## config.mk

```make
export PLATFORM = sky130hd
export DESIGN_NAME = video_timing_probe
export DESIGN_NICKNAME = d
export VERILOG_FILES = /design/src/rtl/video_timing_probe.sv
export SDC_FILE = /design/constraint.sdc
export NUM_CORES = 1
export LEC_CHECK = 0
export ABC_AREA = 1
export CORE_UTILIZATION = 54
export CTS_CLUSTER_SIZE = 8
export DETAILED_ROUTE_END_ITERATION = 7
export GPL_TIMING_DRIVEN = 0
export PLACE_DENSITY = 0.76
export RECOVER_POWER = 25
export SLEW_MARGIN = 5
export SYNTH_ARGS = -nofsm -noshare
export SYNTH_HDL_FRONTEND = slang
export SYNTH_SLANG_ARGS = --single-unit
```

## constraint.sdc

```tcl
create_clock -name clk_sys -period 3.7 [get_ports clk_sys]
set_input_delay 0.37 -clock clk_sys [delete_from_list [all_inputs] [get_ports clk_sys]]
set_output_delay 0.37 -clock clk_sys [all_outputs]
set_load 0.02 [all_outputs]
```

## src/rtl/video_timing_probe.sv

```systemverilog
// video_timing_probe: sink-side monitor of a pixel-clocked video stream.
// Measures line/frame timing, field order, lock and signal presence.
module video_timing_probe #(
  parameter int HCNT_W       = 12,
  parameter int VCNT_W       = 11,
  parameter int TIMEOUT_CLKS = 4194304
) (
  input  logic              clk_sys,
  input  logic              reset_n,
  input  logic              ce_pix,
  input  logic              HSync,
  input  logic              VSync,
  input  logic              HBlank,
  input  logic              VBlank,
  output logic [HCNT_W-1:0] h_total,
  output logic [HCNT_W-1:0] h_active,
  output logic [HCNT_W-1:0] h_sync_w,
  output logic [VCNT_W-1:0] v_total,
  output logic [VCNT_W-1:0] v_active,
  output logic [VCNT_W-1:0] v_sync_w,
  output logic              field,
  output logic              interlaced,
  output logic              frame_valid,
  output logic              locked,
  output logic              present,
  output logic              overflow
);
  localparam int TO_W = $clog2(TIMEOUT_CLKS + 1);
  localparam logic [HCNT_W-1:0] H_MAX = '1;
  localparam logic [VCNT_W-1:0] V_MAX = '1;
  localparam logic [TO_W-1:0] TO_END = TO_W'(TIMEOUT_CLKS);
  logic hs_q, vs_q, armed, ovf, ovf_n, line_start, hs_fall, frame_start, f;
  logic [HCNT_W-1:0] h_cnt, hs_cnt, de_cnt, line_total, line_active, line_sync;
  logic [HCNT_W-1:0] h_inc, h_cnt_n, hs_base, hs_cnt_n, de_base, de_cnt_n, lt_n, la_n, ls_n, q_lt;
  logic [VCNT_W-1:0] v_cnt, a_lines, vs_cnt, v_cnt_n, a_lines_n, vs_cnt_n;
  logic [TO_W-1:0] to_cnt;
  // Next-state values with the line start of this pixel already applied, so a
  // coincident frame start reports the line that just ended.
  always_comb begin
    line_start  = ce_pix & HSync & ~hs_q;
    hs_fall     = ce_pix & ~HSync & hs_q;
    frame_start = ce_pix & VSync & ~vs_q;
    h_inc       = (h_cnt == H_MAX) ? H_MAX : h_cnt + 1'b1;
    h_cnt_n     = line_start ? '0 : h_inc;
    hs_base     = line_start ? '0 : hs_cnt;
    hs_cnt_n    = (HSync && hs_base != H_MAX) ? hs_base + 1'b1 : hs_base;
    de_base     = line_start ? '0 : de_cnt;
    de_cnt_n    = (!(HBlank || VBlank) && de_base != H_MAX) ? de_base + 1'b1 : de_base;
    lt_n        = line_start ? h_inc : line_total;
    la_n        = (line_start && de_cnt != '0) ? de_cnt : line_active;
    ls_n        = hs_fall ? hs_cnt : line_sync;
    v_cnt_n     = (line_start && v_cnt != V_MAX) ? v_cnt + 1'b1 : v_cnt;
    a_lines_n   = (line_start && de_cnt != '0 && a_lines != V_MAX) ? a_lines + 1'b1 : a_lines;
    vs_cnt_n    = (line_start && VSync && vs_cnt != V_MAX) ? vs_cnt + 1'b1 : vs_cnt;
    ovf_n       = ovf | (h_cnt == H_MAX) | (HSync & (hs_base == H_MAX))
                | (~(HBlank | VBlank) & (de_base == H_MAX))
                | (line_start & ((v_cnt == V_MAX) | ((de_cnt != '0) & (a_lines == V_MAX))
                | (VSync & (vs_cnt == V_MAX))));
    q_lt        = lt_n >> 2;
    f           = (h_cnt_n >= q_lt) && (h_cnt_n < (lt_n >> 1) + q_lt);
  end
  always_ff @(posedge clk_sys or negedge reset_n) begin
    if (!reset_n) begin
      hs_q        <= 1'b0;
      vs_q        <= 1'b0;
      armed       <= 1'b0;
      ovf         <= 1'b0;
      h_cnt       <= '0;
      hs_cnt      <= '0;
      de_cnt      <= '0;
      line_total  <= '0;
      line_active <= '0;
      line_sync   <= '0;
      v_cnt       <= '0;
      a_lines     <= '0;
      vs_cnt      <= '0;
      to_cnt      <= '0;
      h_total     <= '0;
      h_active    <= '0;
      h_sync_w    <= '0;
      v_total     <= '0;
      v_active    <= '0;
      v_sync_w    <= '0;
      field       <= 1'b0;
      interlaced  <= 1'b0;
      frame_valid <= 1'b0;
      locked      <= 1'b0;
      present     <= 1'b0;
      overflow    <= 1'b0;
    end else begin
      frame_valid <= 1'b0;
      to_cnt      <= frame_start ? '0 : (to_cnt == TO_END) ? to_cnt : to_cnt + 1'b1;
      if (ce_pix) begin
        hs_q        <= HSync;
        vs_q        <= VSync;
        h_cnt       <= h_cnt_n;
        hs_cnt      <= hs_cnt_n;
        de_cnt      <= de_cnt_n;
        line_total  <= lt_n;
        line_active <= la_n;
        line_sync   <= ls_n;
        v_cnt       <= frame_start ? '0 : v_cnt_n;
        a_lines     <= frame_start ? '0 : a_lines_n;
        vs_cnt      <= frame_start ? VCNT_W'(line_start) : vs_cnt_n;
        ovf         <= ~frame_start & ovf_n;
      end
      if (frame_start) begin
        armed <= 1'b1;
        if (armed) begin
          h_total     <= lt_n;
          h_active    <= la_n;
          h_sync_w    <= ls_n;
          v_total     <= v_cnt_n;
          v_active    <= a_lines_n;
          v_sync_w    <= vs_cnt;
          field       <= f;
          interlaced  <= f != field;
          overflow    <= ovf_n;
          locked      <= (lt_n == h_total) && (v_cnt_n == v_total);
          present     <= 1'b1;
          frame_valid <= 1'b1;
        end
      end else if (to_cnt == TO_END) begin
        armed   <= 1'b0;
        present <= 1'b0;
        locked  <= 1'b0;
      end
    end
  end
endmodule

```

Yosys cells after proc, flatten, opt, wreduce, memory -nomap -nowiden
Index checks and enable logic that the tools add are counted.
{"block": "totals", "register_bits": 207, "inputBits": 7, "output_inout_bits": 75, "elab_cells": 119}
{"block": "classes", "magnitude_cmp": 2, "bitwise": 24, "add_sub_neg": 8, "n_eq_ne": 17, "n_reduce_logical": 17, "n_mux": 25}
{"op": "two-way mux 12 bit", "count": 9}
{"op": "two-way mux 11 bit", "count": 6}
{"op": "two-way mux 23 bit", "count": 2}
{"op": "adder 12 x 1 -> 12 bit, second input constant", "count": 3}
{"op": "== test 12 bit, second input constant", "count": 3}
{"op": "adder 11 x 1 -> 11 bit, second input constant", "count": 3}
{"op": "== test 11 bit, second input constant", "count": 3}
{"op": "!= test 11 bit, second input constant", "count": 3}
{"op": "!= test 12 bit, second input constant", "count": 2}
{"op": "adder 23 x 1 -> 23 bit, second input constant", "count": 1}
{"op": "== test 23 bit, second input constant", "count": 1}
{"op": "adder 11 x 10 -> 12 bit", "count": 1}
{"op": "bitwise AND 1 bit", "count": 12}
{"op": "== test 12 bit", "count": 1}
{"op": "greater-or-equal comparator 12 x 10 -> 1 bit", "count": 1}
{"op": "< comparator 12 bit", "count": 1}
{"op": "nonzero test 12 bit", "count": 1}
{"op": "== test 11 bit", "count": 1}
{"op": "logical AND 1 bit", "count": 9}
{"op": "two-way mux 1 bit", "count": 8}
{"op": "bitwise OR 1 bit", "count": 7}
{"op": "AND reduction 2 bit", "count": 3}
{"op": "inverter 1 bit", "count": 5}
{"op": "!= test 2 bit, second input constant", "count": 2}
{"op": "4 further kinds", "count": 5}

Depth between registers and ports, before layout
{"block": "depth", "ltp_word": 9, "ltp_mapped": 25, "ltp_nobuf": 25}

Worst setup path before layout
Ideal clock, no wire load.
{"block": "synth_path", "kind": "reg2reg", "startpoint": "reg h_cnt[0]", "endpoint": "reg interlaced", "period_less_slack_ps": 3670, "path_stages_with_launch": 22, "setup_time_ps": 118, "path_buffers": 0, "t_required_ps": 3582, "arrival_time_ps": 3552, "path_slack_ps": 30, "cell_sequence": "dfrtp_1 ha_1 nand2_1 nor2_4 nand3_2 inv_1 o21ai_0 nand2_1 ha_1 nand3_1 and2_1 o221ai_1 a21oi_1 o21bai_1 a21oi_1 ha_1 a21oi_1 o221ai_1 a21oi_1 nand3_1 nand3_1 nand2_1"}
{"block": "synth_via", "elab_chain_len": 7, "elab_cells_between_ends": 10, "classes_between": "add/sub: 2; order compare: 2; eq/ne: 2; mux: 3; reduce/logical: 1"}
{"item": "from (decl)", "line": "33", "rtl": "logic [HCNT_W-1:0] h_cnt, hs_cnt, de_cnt, line_total, line_active, line_sync;"}
{"item": "from (signal assigned)", "line": "96", "rtl": "h_cnt <= h_cnt_n;"}
{"item": "adder 12 x 1 -> 12 bit / == test 12 bit (equally long branches)", "line": "43", "rtl": "h_inc = (h_cnt == H_MAX) ? H_MAX : h_cnt + 1'b1;"}
{"item": "two-way mux 12 bit *", "line": "43"}
{"item": "two-way mux 12 bit *", "line": "49", "rtl": "lt_n = line_start ? h_inc : line_total;"}
{"item": "named net lt_n[3]", "line": "34", "rtl": "logic [HCNT_W-1:0] h_inc, h_cnt_n, hs_base, hs_cnt_n, de_base, de_cnt_n, lt_n, la_n, ls_n, q_lt;"}
{"item": "adder 11 x 10 -> 12 bit", "line": "60", "rtl": "f = (h_cnt_n >= q_lt) && (h_cnt_n < (lt_n >> 1) + q_lt);"}
{"item": "< comparator 12 bit", "line": "60"}
{"item": "logical AND 1 bit *", "line": "60"}
{"item": "!= test 1 bit *", "line": "117", "rtl": "interlaced <= f != field;"}
{"item": "to (signal assigned)", "line": "117"}
{"item": "to (decl)", "line": "22", "rtl": "output logic interlaced,"}
The timed path passes the listed nets; every way through them passes the cells marked *.
A chain may end at the register's enable or synchronous reset.

Worst setup path in the final report
{"block": "layout_path", "startpoint": "reg h_cnt[1]", "endpoint": "reg interlaced"}
The elaborated chain is that of the path after synthesis.

==> results_dict.tcl <==
set metrics [dict create \
    die_area_mm2 0.0213 \
    slowest_stage "dfrtp_1" \
    ys_types 49 \
    nFillCells 1616 \
    leakage_nw 6.57 \
    seq_area_mm2 0.00518 \
    finalHoldViolCount 0 \
    place_congestion 0.928 \
    multiInputGateArea_mm2 0.00554 \
    clkLatencyLatePin_ns 0.55 \
    grt_pass1_vias 9606 \
    cp.arrival_ns 4.28 \
    diodes 0 \
    cp_max_fo 8 \
    core_mm2 0.0203 \
    vdd_ir_drop_max_mv 0.399 \
    drv_cap 1 \
    yosysTopAreaCellShare 0.463 \
    first_iter_violations 642 \
    overflow 0 \
    async_reset_ff_frac 1.00 \
    antenna_found_initial 1 \
    switching_power_mw 2.57 \
    cts_htree_levels 1 \
    fin_tns_setup_ns -0.114 \
    ant_nets 0 \
    drt-total-wl_um 29100 \
    worstSetupPathType "reg2reg" \
    grt_usage 0.275 \
    ys_warn_count 0 \
    worstMarginPinSlew_ns 2.38 \
    syn_inst 1397 \
    placed_cell_area_mm2 0.0124 \
    worst_path_most_repeated_cell "nand2_1" \
    nNetsFinal 1590 \
    layout_commonest_cell "nand2_1" \
    num_vias 9906 \
    drive_gt1_frac 0.124 \
    grt_pass1_wl_um 47200 \
    synth_ff_type "dfrtp_1" \
    clkPwrFrac 0.306 \
    die_h_um 146 \
    root_buffer "clkbuf_16" \
    first_pass_iters 5 \
    worstPathCellList "ha_4 > nand2_4 > nor2_4 > nand3_4 > nand4_1 > nand2_2 > inv_2 > ha_4 > a21oi_2 > o221ai_4 > buf_6 > buf_4 > xor2_1 > ha_1 > nand2_1 > o21a_1 > o221ai_2 > a21oi_2 > nand2_1 > nand2_1 > nand3_1 > nand2_1" \
    fin_crit_sh 1.02 \
    timing.final.crit_period_ns 3.79 \
    clk_pin_slew_ns 0.05 \
    fp-row-count 52 \
    ioPinCount 82 \
    grt_max_degree 114 \
    cp-end-kind "register" \
    setup_viol 2 \
    synth-edff-count 0 \
    tritoncts "yes" \
    placedCellCount 1748 \
    start_util 0.551 \
    layout_common_cells "409 x nand2_1, 205 x dfrtp_1, 154 x inv_1" \
    synth.avg_cell_area_um2 8.01 \
    synth_seq_cells 207 \
    grt_setup_unrepaired "yes" \
    dieWidth_um 146 \
    detail_route.wl_per_cell_um 16.1 \
    clockBufferDepth 3 \
    hold_depth 3 \
    status "finished, violations left" \
    critPathRequiredTime_ns 4.19 \
    syn_to_final_growth_pct 22.7 \
    cts_inserted_buffers 29 \
    io_buffers 80 \
    worst_setup_path_start_kind "register" \
    slew_viol_final 95 \
    p_per_area_mw_per_mm2 548 \
    dp_hpwl_um 19700 \
    stdcell_count 1811 \
    final_cell_area_mm2 0.0137 \
    r2r_cells 22 \
    post-route-drc-count 0 \
    slowest_delay_ns 0.40 \
    final_util 0.677 \
    synth_area_leader_cell "dfrtp_1" \
    fin_ws_ns -0.0921 \
    seqPwrFrac 0.388 \
    fmax_ghz 0.264 \
    swShare 0.341 \
    combPwrFrac 0.307 \
    place_ws_ns -0.914 \
    synth_fp_nets 1446 \
    ys_top_cells_by_area "dfrtp_1 46%, nand2_1 14%, inv_1 5.3%" \
    ys_seq_area_frac 0.463 \
    hp-class "in2reg" \
    via_per_inst 5.47 \
    slew_headroom -0.586 \
    p_int_mw 4.97 \
    skew_ns 0.00997 \
    cts_num_sinks 207 \
    syn_area_mm2 0.0112 \
    violations "capacitance limit, slew limit, setup timing" \
]
-- cell families (layout without fill, tap and decap cells) --
| logic type | after synthesis | after routing | share of synthesized area |
|---|---|---|---|
| muxes | 5 | 5 | 0.00503 |
| buffers and inverters | 205 | 349 | 0.0752 |
| adders and majority gates | 42 | 42 | 0.0476 |
| AOI/OAI and AO/OA | 177 | 177 | 0.0845 |
| xor gates and xnor gates | 52 | 52 | 0.0419 |
| and+or+nand+nor | 709 | 709 | 0.283 |
| DFF | 207 | 207 | 0.463 |
-- per-layer routing --
metal,GRT usage,vias to the layer above,part of all wire
li1,-,4775,-
met1,0.365,4727,0.43
met2,0.457,302,0.47
met3,0.0382,100,0.054
met4,0.113,2,0.044
met5,0,-,0.00038
-- metrics by stage --
step | hold slack (ns) | power, mW
final | 0.183 | 7.53
after global routing | 0.220 | 7.96
after CTS | 0.0766 | 7.40
after detailed placement | 0.446 | 4.99
after global placement | 0.451 | 4.91
after floorplan | 0.0744 | 4.20
-- worst paths after layout --
kind                       slack (ns)              startpoint                         to
setup / recovery                -0.09    h_cnt[1]$_DFFE_PN0P_     interlaced$_DFFE_PN0P_
hold / removal                   0.18                  ce_pix           hs_q$_DFFE_PN0P_
setup reg to reg                -0.09    h_cnt[1]$_DFFE_PN0P_     interlaced$_DFFE_PN0P_
hold reg to reg                  0.46  to_cnt[22]$_DFFE_PN0P_     to_cnt[22]$_DFFE_PN0P_
max in group asynchronous        1.07                 reset_n       h_cnt[0]$_DFFE_PN0P_
min in group asynchronous        1.07                 reset_n  line_total[2]$_DFFE_PN0P_
-- sequential cells by signal, indices dropped and copies added (netlist names), 12 cells and up --
register and flops:
to_cnt 23, hs_cnt 12, h_active 12, line_sync 12, h_cnt 12, line_total 12
line_active 12, de_cnt 12, h_sync_w 12, h_total 12
-- cell type report --
| class | count | area share |
|---|---|---|
| multi-input cells | 985 | 0.403 |
| flip-flops and latches | 207 | 0.377 |
| repair buffers | 113 | 0.0778 |
| clock buffers | 30 | 0.0531 |
| inverters | 168 | 0.0465 |
| well taps | 270 | 0.0246 |
| plain buffers | 37 | 0.0160 |
| clock inverters | 1 | 0.00146 |
-- power groups by stage --
stage	Combinational (mW)	Clock (mW)	Sequential (mW)
final	2.31	2.30	2.92
after global routing	2.57	2.43	2.97
after CTS	2.16	2.34	2.91
after detailed placement	2.05	0	2.94
after global placement	1.98	0	2.93
after floorplan	1.09	0	3.11
-- critical path, delay by kind of cell (launching register included) --
kind / cells / cell delay [ns]
DFF: 1 / 0.40
and+or+nand+nor: 10 / 1.22
buffers and inverters: 3 / 0.38
AOI/OAI and AO/OA: 5 / 0.85
xor gates and xnor gates: 1 / 0.14
adders and majority gates: 3 / 0.75
-- Yosys cell counts, types with 2 or more instances --
cell	instances
o21ai_2	3
xnor2_1	13
nand3_2	4
nor2_1	88
ha_1	41
mux2_2	5
a21oi_1	46
nand2_1	422
inv_1	157
nand3b_1	8
nand4_2	2
nor3_1	33
o221ai_1	4
o21a_1	2
or2_2	2
o21ai_1	6
o22ai_1	2
nor4_1	8
buf_2	3
nand2_4	5
inv_2	9
nor2_4	11
dfrtp_1	207
clkbuf_1	27
buf_6	3
buf_8	2
nor3_2	2
nand4_1	26
nor2_2	11
xor2_1	38
o21ai_0	105
or2_1	4
nand3_1	72
nand2_2	9
o31ai_1	3
-- timing repair --
item,in CTS,in global routing
setup buffers,19,12
endpoints found under the hold margin,94,0
hold buffers,1,0
resized for setup,41,52
endpoints found under the setup margin,2,2
pin swaps,12,36
(Power assumes the default switching activity.)
